## src/rtl/stopwatch_pkg.sv

```systemverilog
`default_nettype none
// ============================================================================
// stopwatch_pkg : shared types, BCD limits and the two-digit BCD incrementer
// Rev 1.0 - initial release
// ============================================================================
package stopwatch_pkg;

  typedef enum logic [1:0] {
    IDLE    = 2'd0,
    RUNNING = 2'd1,
    PAUSED  = 2'd2
  } sw_state_e;

  typedef logic [3:0] bcd_t;

  typedef struct packed {
    bcd_t tens;
    bcd_t units;
  } bcd2_t;

  // Limits are BCD-encoded so they compare directly against digit pairs
  localparam bcd2_t HUN_MAX = 8'h99;
  localparam bcd2_t SEC_MAX = 8'h59;
  localparam bcd2_t MIN_MAX = 8'h59;

  function automatic bcd2_t bcd2_inc(input bcd2_t v, input bcd2_t max);
    bcd2_t r;
    if (v == max) begin
      r = '0;
    end else if (v.units == 4'd9) begin
      r.tens  = v.tens + 4'd1;
      r.units = 4'd0;
    end else begin
      r.tens  = v.tens;
      r.units = v.units + 4'd1;
    end
    return r;
  endfunction

endpackage
`default_nettype wire

```

## src/rtl/tick_prescaler.sv

```systemverilog
`default_nettype none
// ============================================================================
// tick_prescaler : exact-period divider, one strobe every DIV enabled cycles
// Rev 1.0 - initial release
// ============================================================================
module tick_prescaler
  import stopwatch_pkg::*;
#(
  parameter int DIV = 10
) (
  input  logic clk,
  input  logic nrst,
  input  logic en,
  input  logic clr,
  output logic tick
);

  localparam int           W    = (DIV > 1) ? $clog2(DIV) : 1;
  localparam logic [W-1:0] LAST = W'(DIV - 1);

  logic [W-1:0] cnt_q;
  logic [W-1:0] cnt_d;

  // tick is the wrap strobe for the edge about to happen; the caller registers it
  always_comb begin
    tick  = en && !clr && (cnt_q == LAST);
    cnt_d = cnt_q;
    if (clr) begin
      cnt_d = '0;
    end else if (tick) begin
      cnt_d = '0;
    end else if (en) begin
      cnt_d = cnt_q + 1'b1;
    end
  end

  always_ff @(posedge clk) begin
    if (!nrst) begin
      cnt_q <= '0;
    end else begin
      cnt_q <= cnt_d;
    end
  end

endmodule
`default_nettype wire

```

## src/rtl/stopwatch_timebase.sv

```systemverilog
`default_nettype none
// ============================================================================
// stopwatch_timebase : start/stop/clear FSM with cascaded BCD MM:SS.hh counter
// Optional lap capture when STOPWATCH_LAP_EN is defined.
// Rev 1.0 - initial release
// ============================================================================
module stopwatch_timebase
  import stopwatch_pkg::*;
#(
  parameter int CLK_FREQ = 10_000_000,
  parameter int TICK_HZ  = 100
) (
  input  logic       clk,
  input  logic       nrst,
  input  logic       start_stop,
  input  logic       clear,
  output logic [7:0] hundredths,
  output logic [7:0] seconds,
  output logic [7:0] minutes,
  output logic       running,
  output logic       tick,
  output logic       wrap
`ifdef STOPWATCH_LAP_EN
  ,
  input  logic        lap,
  output logic [23:0] lap_time,
  output logic        lap_valid
`endif
);

  localparam int DIV = CLK_FREQ / TICK_HZ;

  if (((CLK_FREQ % TICK_HZ) != 0) || (DIV < 2)) begin : g_bad_div
    $error("stopwatch_timebase: CLK_FREQ must be a multiple of TICK_HZ with DIV >= 2");
  end

  sw_state_e state_q, state_d;
  bcd2_t     hun_q, hun_d;
  bcd2_t     sec_q, sec_d;
  bcd2_t     min_q, min_d;
  logic      running_q, running_d;
  logic      tick_q, tick_d;
  logic      wrap_q, wrap_d;
  logic      pre_en, pre_clr, pre_tick;

  tick_prescaler #(
    .DIV (DIV)
  ) u_prescaler (
    .clk  (clk),
    .nrst (nrst),
    .en   (pre_en),
    .clr  (pre_clr),
    .tick (pre_tick)
  );

  always_comb begin
    state_d = state_q;
    if (clear) begin
      state_d = IDLE;
    end else if (start_stop) begin
      case (state_q)
        RUNNING: state_d = PAUSED;
        default: state_d = RUNNING;
      endcase
    end
  end

  always_comb begin
    pre_en    = (state_q == RUNNING);
    pre_clr   = clear || (state_q == IDLE);
    running_d = (state_d == RUNNING);
  end

  // Carries ripple only on the increment edge, so wrap coincides with tick
  always_comb begin
    hun_d  = hun_q;
    sec_d  = sec_q;
    min_d  = min_q;
    tick_d = 1'b0;
    wrap_d = 1'b0;
    if (clear) begin
      hun_d = '0;
      sec_d = '0;
      min_d = '0;
    end else if (pre_tick) begin
      tick_d = 1'b1;
      hun_d  = bcd2_inc(hun_q, HUN_MAX);
      if (hun_q == HUN_MAX) begin
        sec_d = bcd2_inc(sec_q, SEC_MAX);
        if (sec_q == SEC_MAX) begin
          min_d  = bcd2_inc(min_q, MIN_MAX);
          wrap_d = (min_q == MIN_MAX);
        end
      end
    end
  end

  always_ff @(posedge clk) begin
    if (!nrst) begin
      state_q   <= IDLE;
      hun_q     <= '0;
      sec_q     <= '0;
      min_q     <= '0;
      running_q <= 1'b0;
      tick_q    <= 1'b0;
      wrap_q    <= 1'b0;
    end else begin
      state_q   <= state_d;
      hun_q     <= hun_d;
      sec_q     <= sec_d;
      min_q     <= min_d;
      running_q <= running_d;
      tick_q    <= tick_d;
      wrap_q    <= wrap_d;
    end
  end

  assign hundredths = hun_q;
  assign seconds    = sec_q;
  assign minutes    = min_q;
  assign running    = running_q;
  assign tick       = tick_q;
  assign wrap       = wrap_q;

`ifdef STOPWATCH_LAP_EN
  logic [23:0] lap_time_q, lap_time_d;
  logic        lap_valid_q, lap_valid_d;

  // Captures the post-increment time so a lap on a tick edge matches the display
  always_comb begin
    lap_time_d  = lap_time_q;
    lap_valid_d = 1'b0;
    if (clear) begin
      lap_time_d = '0;
    end else if (lap && (state_q != IDLE)) begin
      lap_time_d  = {min_d, sec_d, hun_d};
      lap_valid_d = 1'b1;
    end
  end

  always_ff @(posedge clk) begin
    if (!nrst) begin
      lap_time_q  <= '0;
      lap_valid_q <= 1'b0;
    end else begin
      lap_time_q  <= lap_time_d;
      lap_valid_q <= lap_valid_d;
    end
  end

  assign lap_time  = lap_time_q;
  assign lap_valid = lap_valid_q;
`endif

endmodule
`default_nettype wire
```

## config.mk

```make
export PLATFORM = sky130hd
export DESIGN_NAME = stopwatch_timebase
export DESIGN_NICKNAME = d
export VERILOG_FILES = /design/src/rtl/stopwatch_pkg.sv /design/src/rtl/tick_prescaler.sv /design/src/rtl/stopwatch_timebase.sv
export SDC_FILE = /design/constraint.sdc
export NUM_CORES = 1
export LEC_CHECK = 0
export CAP_MARGIN = 10
export CORE_UTILIZATION = 55
export DETAILED_ROUTE_END_ITERATION = 10
export PLACE_DENSITY = 0.79
export SLEW_MARGIN = 20
export SYNTH_ARGS = -nofsm -noshare
export SYNTH_HDL_FRONTEND = slang
export SYNTH_SLANG_ARGS = --single-unit
```

## constraint.sdc

```tcl
create_clock -name clk -period 2.8 [get_ports clk]
set_input_delay 0.56 -clock clk [delete_from_list [all_inputs] [get_ports clk]]
set_output_delay 0.56 -clock clk [all_outputs]
set_load 0.05 [all_outputs]
```

# After elaboration in Yosys (flattened, before gate mapping)
# Index checks and enable logic that the tools add are counted.
# W data, S select, Z words.
# word_totals
out_inout_bits	27
ff_bits	46
# op_classes
n_bitwise	4
n_mux	10
add_sub_neg	7
reduce_logical	16
n_eq_ne	9
# op_table
cell	n
$mux W8	6
$add A4 B1 Y4 const B	6
$add A17 B1 Y17 const B	1
$eq A17 B17 Y1 const B	1
$eq A8 B7 Y1 const B	2
$eq A4 B4 Y1 const B	3
$eq A8 B8 Y1 const B	1
$mux W2	3
$reduce_and A3 Y1	2
$reduce_bool A2 Y1	3
$reduce_or A5 Y1	1
$eq A2 B1 Y1 const B	2
$not A1 Y1	4
$reduce_and A2 Y1	2
$reduce_and A4 Y1	1
$reduce_or A3 Y1	1
$logic_and A1 B1 Y1	2
$logic_not A2 Y1	1
$reduce_or A2 Y1	1
$logic_not A1 Y1	1
$logic_or A1 B1 Y1	1
$mux W1	1

# Logic depth before layout (Yosys ltp)
# Gate-level depths: netlist of the first run.
# depth
word_depth	7
mapped_depth	8
mapped_depth_nobuf	6

# By module
# From an unflattened synthesis of the first run, not the netlist that was laid out.
# hier_totals
cells_unflattened	259
area_unflattened_um2	2326.0
# by_module_without_submodules
mod	seq_area_each_um2	area_each_um2	cells_each	instances
stopwatch_timebase	580.6	1472.7	164	1
tick_prescaler	340.3	853.3	95	1

# Worst setup path before layout of the first run
# Ideal clock, no wire load.
# synth_timing
path_kind	flip-flop to flip-flop
from	reg hun_q, in the netlist hundredths[0]
to	reg min_q, in the netlist minutes[3]
path_stages_with_launch	8
path_buffers	2
setup_slack_ns	0.556
setup_time_ns	0.134
required_time_ns	2.666
t_arrival_ns	2.110
period_less_slack_ns	2.244
cell_sequence	dfxtp_1 -> ha_1 -> and3b_1 -> clkbuf_1 -> nand4_1 -> clkbuf_1 -> o41ai_1 -> a31oi_1
# synth_via
elab_chain_cells	2
# synth_lines
item	line_no	source
start, declared	stopwatch_timebase.sv:38	bcd2_t hun_q, hun_d;
start signal, assigned	stopwatch_timebase.sv:109	hun_q <= hun_d;
$eq A8 B8 Y1	stopwatch_timebase.sv:88	if (hun_q == HUN_MAX) begin
$reduce_and A3 Y1 (no source line)	--	
end signal, assigned	stopwatch_timebase.sv:111	min_q <= min_d;
end, declared	stopwatch_timebase.sv:40	bcd2_t min_q, min_d;
# Every way passes these cells.
# A chain may end at the register's enable or synchronous reset.

# Final worst setup path of the first run
# layout_timing
from	in clear
to	reg min_q, in the netlist minutes[5]
# layout_via
elab_chain_cells	5
# layout_lines
item	line_no	source
start, declared	stopwatch_timebase.sv:16	input logic clear,
$logic_or A1 B1 Y1	stopwatch_timebase.sv:70	pre_clr = clear || (state_q == IDLE);
$logic_not A1 Y1	tick_prescaler.sv:26	tick = en && !clr && (cnt_q == LAST);
$logic_and A1 B1 Y1 (2 in a row)	tick_prescaler.sv:26	
$reduce_and A4 Y1 (no source line)	--	
# Several ways; a longest one is shown, not always the timed one.

==> results.md, run 1 <==
* CTS Buffer Depth at 2
* Net Sw Frac at 0.214
* Total grt overflow at 0
* Clock Latency Late Sink at about 310 ps
* Die Area at approximately 4900 um2
* Fillcell total at between 300 and 400
* Register bit total from synthesis at 46
* GPL Wtd Cong at between 0.8 and 0.9
* Dominant cell type by area after synthesis: dfxtp_1
* Routed len/inst at between 10 and 15 um
* Post-route setup slack at ~500 ps
* Synth Area in Simple Gates at 0.342
* Pins Over Slew Limit at 0
* Skew final at 11.3 ps
* Primary FF master, synth: dfxtp_1
* PD cells at 387 nW/um2
* Num ports at 31
* Top post-synthesis cells by area: dfxtp_1, ha_1, nand4_1
* Vias at ~2300
* Initial antenna violation count at 0
* Core area at approximately 4400 um2
* Min-delay worst type: reg -> reg
* CTS H-Tree Depth at 2
* Top achievable clock speed at roughly 0.43 GHz
* Number of global-route vias before repair at between 2000 and 2500
* Leak at around 1 nW
* Clock Sinks at 46
* List of most frequent post-synthesis cells: dfxtp_1, nor2_1, nand4_1, a21oi_1, nand2_1
* Initial cell density of the core at 0.577
* TNS Setup at 0 ps
* Status: finished, final reports clean
* Num CTS Buffers at 5
* Compound-Gate Fraction of Synth Area at 0.125
* Clock power frac at 0.408
* Hold_buf cts at 0
* Drt initial violations at 174
* Max_cap viols at 0
* Largest family of logic cells by synthesized area: simple AND/OR/NAND/NOR gates
* RSZ-0062 raised after global routing: no
* Die H at between 70 and 80 um
* Slew headroom at 0.457
* Routed WL at around 5600 um
* Largest net degree at the start of global routing at 26
* Avg Cell Area, Syn at around 8.5 um2
* Comb power frac at 0.030
* Layout net count at 345
* Adder-Cell Fraction of Synth Area at 0.0639
* Share of post-route cells with drive strength above 1 at 0.0760
* Tmin final at 2300 ps
* Clock Tree Root: clkbuf_8
* Port Buf Inserts at 30
* Hold_ws at approximately 500 ps
* Clock slew at reported path FFs at ~90 ps
* Worst Path Required at about 3000 ps
* Post-route DRC violation count at 0
* Post-Synth XOR/XNOR Area at 0.0378
* CP endpoint kind: register
* CP Class: in -> reg
* Pint at roughly 0.92 mW
* Row cnt at 24
* Mux contribution to synthesized area at 0.0295
* Total GRT Usage at 0.251
* Sequential Area at between 900 and 1000 um2
* Post-route ant nets at 0
* Area of the multi-input gates at between 1500 and 2000 um2
* Hpwl dp at between 4000 and 5000 um
* Post-Synthesis Cells at 299
* First-pass GRT wire length at between 9000 and 10000 um
* Final Hold Vio Count at 0
* Vias per inst at between 6 and 7
* Startpoint types: primary input
* Post-CTS setup buffers at 0
* Final setup vio count at 0
* Mapped Area at between 2000 and 3000 um2
* Synth async-reset ratio at 0
* Tcrit/Tclk final at 0.821
* N_diodes at 0
* Worst Tran Pin Value at around 810 ps
* Synthesized Nets at between 300 and 400
* Top-area cell type share of the netlist area at 0.362
* CTS tree: yes
* Dominant cell by count in the synthesized netlist: dfxtp_1
* Peak VDD IR at between 0.2 and 0.3 mV
* Sequential area share after synthesis at 0.362
* WP data arrival at ~2500 ps
* DRT Pass-1 Iters at 4
* Worst slack at placement at just over 200 ps
* Post-CTS resize count at 0
* Area grow syn2layout at 18.7%
* Post-synth EDFFs at 0
* Switching Power at about 0.25 mW
* Sequential Power Share at 0.562
* Chip width at around 70 um
* Syn. warnings at 0
* Fin util at 0.685
* Critical-path maximum fanout at 4
* Netlist cell types at between 40 and 50
## final cells by class
cell class              count  share of cell area
flip-flops and latches     46               0.305
clock buffers               8              0.0364
well taps                  52              0.0215
inverters                   9              0.0112
multi-input cells         227               0.504
repair buffers             39               0.122
## cells in the final DEF, fill, tap and decap left out, types with 4 or more instances in the layout
cell	netlist	routed
dfxtp_1	46	46
clkdlybuf4s50_1	0	30
nor2_1	29	29
nand4_1	24	24
a21oi_1	20	20
nand2_1	16	16
ha_1	13	13
o21ai_0	11	11
nand3_1	11	11
o31ai_1	10	10
inv_1	9	9
buf_4	0	9
xor2_1	8	8
clkbuf_8	0	8
and3b_1	7	7
or4_1	7	7
nand3b_1	7	7
or3_1	7	7
nor3_1	6	6
mux2i_1	6	6
nor4_1	5	5
and2_1	4	4
## worst max-delay path, cell delays in order
cell and delay [ps]:
clkdlybuf4s50_1 470, or4b_4 550, nor4_4 340, nand4_2 210, mux2_4 360
## per-layer routing
metal  global-route usage  part of all wire  vias to the layer above
li1                     -                 -                     1172
met1                0.352              0.49                     1069
met2                0.385              0.45                       58
met3               0.0433             0.045                        8
met4               0.0933             0.013                        0
met5                    0                 0                        -
## final timing paths
kind,start,endpoint,slack (ps),cells after the start
worst max-delay path,clear,minutes[5]$_SDFFE_PP0P_,500,5
worst max register to register,u_prescaler.cnt_q[0]$_SDFFE_PP0N_,minutes[5]$_SDFFE_PP0P_,750,5
worst min-delay path,seconds[3]$_SDFFE_PP0P_,seconds[3]$_SDFFE_PP0P_,510,2
worst min register to register,seconds[3]$_SDFFE_PP0P_,seconds[3]$_SDFFE_PP0P_,510,2
## kinds of logic (layout without fill, tap and decap cells)
logic type               after synthesis  after routing
flip-flops                            46             46
multiplexers                           7              7
adder cells (fa/ha/maj)               13             13
AO/OA/AOI/OAI                         52             52
buffers and inverters                 26             56
XOR/XNOR                              11             11
AND/OR/NAND/NOR                      144            144
## flip-flops by register name (all words and copies together), names as in the netlist
signal,count
state_q,2
seconds,8
tick,1
wrap,1
u_prescaler.cnt_q,17
minutes,8
running,1
hundredths,8
## through the flow
step / power (mW) / area (um2) / std cells
2_1_floorplan: 0.691 / 2550 / 299
3_3_place_gp: 0.707 / 2910 / 373
3_5_place_dp: 0.707 / 2910 / 373
4_1_cts: 1.17 / 3020 / 381
5_1_grt: 1.20 / 3020 / 381
6_report: 1.17 / 3020 / 381
## power by group through the flow
stage / Sequential (mW) / Clock [mW] / Combinational, mW
global placement: 0.673 / 0 / 0.0339
CTS: 0.657 / 0.482 / 0.0345
global route: 0.658 / 0.502 / 0.0374
detailed placement: 0.673 / 0 / 0.0342
finish: 0.657 / 0.478 / 0.0346
floorplan: 0.675 / 0 / 0.0166
Note: power is estimated with default switching activity, not from simulation.
==> run 2, diff against run 1 <==
- CORE_UTILIZATION: 55 -> 50
- PLACE_DENSITY: 0.79 -> 0.76
- clock period: 2.8 -> 1.9 ns (I/O delays scaled with it)
==> results.md, run 2 (same netlist as run 1, synthesis figures left out) <==
* Fillcell total at 417 (+14%)
* First-pass GRT wire length at 10400 um (+4.3%)
* Routed WL at 6270 um (+11%)
* Vias per inst at 5.88 (-2.9%)
* Tcrit/Tclk final at 0.985
* Largest Register: u_prescaler.cnt_q
* Post-route DRC violation count at 0 (unchanged)
* Area grow syn2layout at 29.4%
* RSZ-0062 raised after global routing: yes
* CP top delay family: simple AND/OR/NAND/NOR gates
* Reg2Reg Depth at 6 (+1)
* Num ports at 31 (unchanged)
* Critical Path Slowest Stage Cell: or4_1
* Post-route ant nets at 0 (unchanged)
* Hold_buf cts at 0 (unchanged)
* Layout net count at 375 (+8.7%)
* Worst path max stage delay at 520 ps (-30 ps)
* Die Area at 5380 um2 (+9.7%)
* Chip width at 73.4 um (+4.7%)
* Worst Tran Pin Value at 506 ps (-300 ps)
* Most common cell after layout, fill and taps aside: buf_4
* Vias at 2504 (+8.5%)
* WP data arrival at 2120 ps (-380 ps)
* Skew final at 8.42 ps (-2.84 ps)
* CTS tree: yes
* Peak VDD IR at 0.445 mV (+74%)
* Sequential Area at 936 um2 (+1.6%)
* Port Buf Inserts at 30 (unchanged)
* Share of post-route cells with drive strength above 1 at 0.262 (+0.186)
* Pins Over Slew Limit at 0 (unchanged)
* Max_cap viols at 0 (unchanged)
* DRT Pass-1 Iters at 4 (unchanged)
* Clock slew at reported path FFs at 90 ps (about the same)
* Routed len/inst at 14.7 um (-0.57%)
* Fin util at 0.684 (about the same)
* Core area at 4820 um2 (+9.1%)
* GPL Wtd Cong at 0.837 (+4.5%)
* Crit. path cell count at 6 (+1)
* Hold_ws at 504 ps (-2.65 ps)
* Num CTS Buffers at 5 (unchanged)
* Status: finished, final reports clean
* N_diodes at 0 (unchanged)
* Initial cell density of the core at 0.529 (-0.0482)
* Die H at 73.4 um (+4.7%)
* Largest net degree at the start of global routing at 22 (-15%)
* CP endpoint kind: register
* WHS Path Cells at 2 (unchanged)
* Worst Path Required at 2140 ps (-860 ps)
* Top achievable clock speed at 0.534 GHz
* CP Class: reg -> reg
* Crit path cell chain: ha_2 > and3b_2 > nand4_1 > buf_6 > or4_1 > a21oi_2
* Row cnt at 25 (+4.2%)
* Drt initial violations at 221 (+27%)
* Leak at 1.25 nW (+26%)
* Clock Latency Late Sink at 310 ps (about the same)
* Pwr Total at 1.75 mW (+50%)
* Slew headroom at 0.662 (+0.205)
* Final Hold Vio Count at 0 (unchanged)
* Tmin final at approximately 1900 ps
* Critical-path maximum fanout at 7 (+3)
* Area after DPL at 3090 um2 (+6.2%)
* Number of global-route vias before repair at 2210 (+1.9%)
* Total grt overflow at 0 (unchanged)
* Clock Tree Root: clkbuf_8
* PD cells at 532 nW/um2 (+37%)
* CTS Buffer Depth at 2 (unchanged)
* Fin area at 3290 um2 (+9.0%)
* Total GRT Usage at 0.249 (-0.00178)
* Initial antenna violation count at 0 (unchanged)
* Clock Sinks at 46 (unchanged)
* CTS H-Tree Depth at 2 (unchanged)
* Most frequent cells in the layout: buf_4, dfxtp_1, nor2_1
* Largest register FFs at 17 (unchanged)
* Final setup vio count at 0 (unchanged)
* WP buf/inv at 1 (unchanged)
* Area of the multi-input gates at 1580 um2 (+3.8%)
* Hpwl dp at 4530 um (+13%)
* Min-delay worst type: reg -> reg
* Startpoint types: register
run 2: changes by cell type in the layout (fill, tap and decap cells not counted), moves of 2 or more:
cell	previous run	this run
a21oi_1	20	17
a21oi_2	0	3
buf_4	9	56
clkbuf_8	8	5
clkdlybuf4s50_1	30	8
clkinv_2	0	2
dfxtp_1	46	36
dfxtp_2	0	9
dlymetal6s2s_1	0	2
nor4b_1	2	0
run 2: layout make-up:
cell class,instances,share of cell area
clock buffers,5,0.0209
well taps,67,0.0254
repair buffers,69,0.167
multi-input cells,227,0.480
inverters,9,0.0103
flip-flops and latches,46,0.284
clock inverters,3,0.0122
run 2: path summary, 6_finish.rpt:
path | from | to | slack [ps]
hold reg to reg | minutes[7]$_SDFFE_PP0P_ | minutes[7]$_SDFFE_PP0P_ | 500
setup / recovery | u_prescaler.cnt_q[0]$_SDFFE_PP0N_ | seconds[3]$_SDFFE_PP0P_ | 30
setup reg to reg | u_prescaler.cnt_q[0]$_SDFFE_PP0N_ | seconds[3]$_SDFFE_PP0P_ | 30
hold / removal | minutes[7]$_SDFFE_PP0P_ | minutes[7]$_SDFFE_PP0P_ | 500
run 2: timing repair:
action	in CTS	in global routing
cloned	0	1
endpoints found under the setup margin	20	17
pin swaps	2	7
buffers inserted	1	2
endpoints found under the hold margin	0	0
gates resized for setup	2	17
run 2: worst register-to-register path: cells and delay by family, from the launching register on:
family	cells	cell delay [ps]
simple gates	3	920
compound gates	1	140
buf+inv	1	200
fa+ha+maj	1	190
flops	1	350
run 2: metrics by stage:
stage	setup slack, ps	TNS, ps	std cells
after detailed placement	-461	-12050	414
final	28.0	0	426
after global placement	-439	-10990	414
after floorplan	-4.22	-4.22	299
after global routing	-94.4	-607	426
after CTS	1.31	0	423
run 2: power breakdown:
group | internal (mW) | total (mW) | switching [mW] | leakage (nW)
clock | 0.388 | 0.734 | 0.347 | 0.0579
combinational | 0.0197 | 0.0504 | 0.0306 | 0.818
sequential | 0.964 | 0.967 | 0.00249 | 0.376
run 2: routing by layer:
layer	wire length, um	track usage	share of wire
met4	97	0.0983	0.015
met2	3030	0.398	0.48
met5	0	0	0
met3	251	0.0466	0.040
met1	2890	0.332	0.46
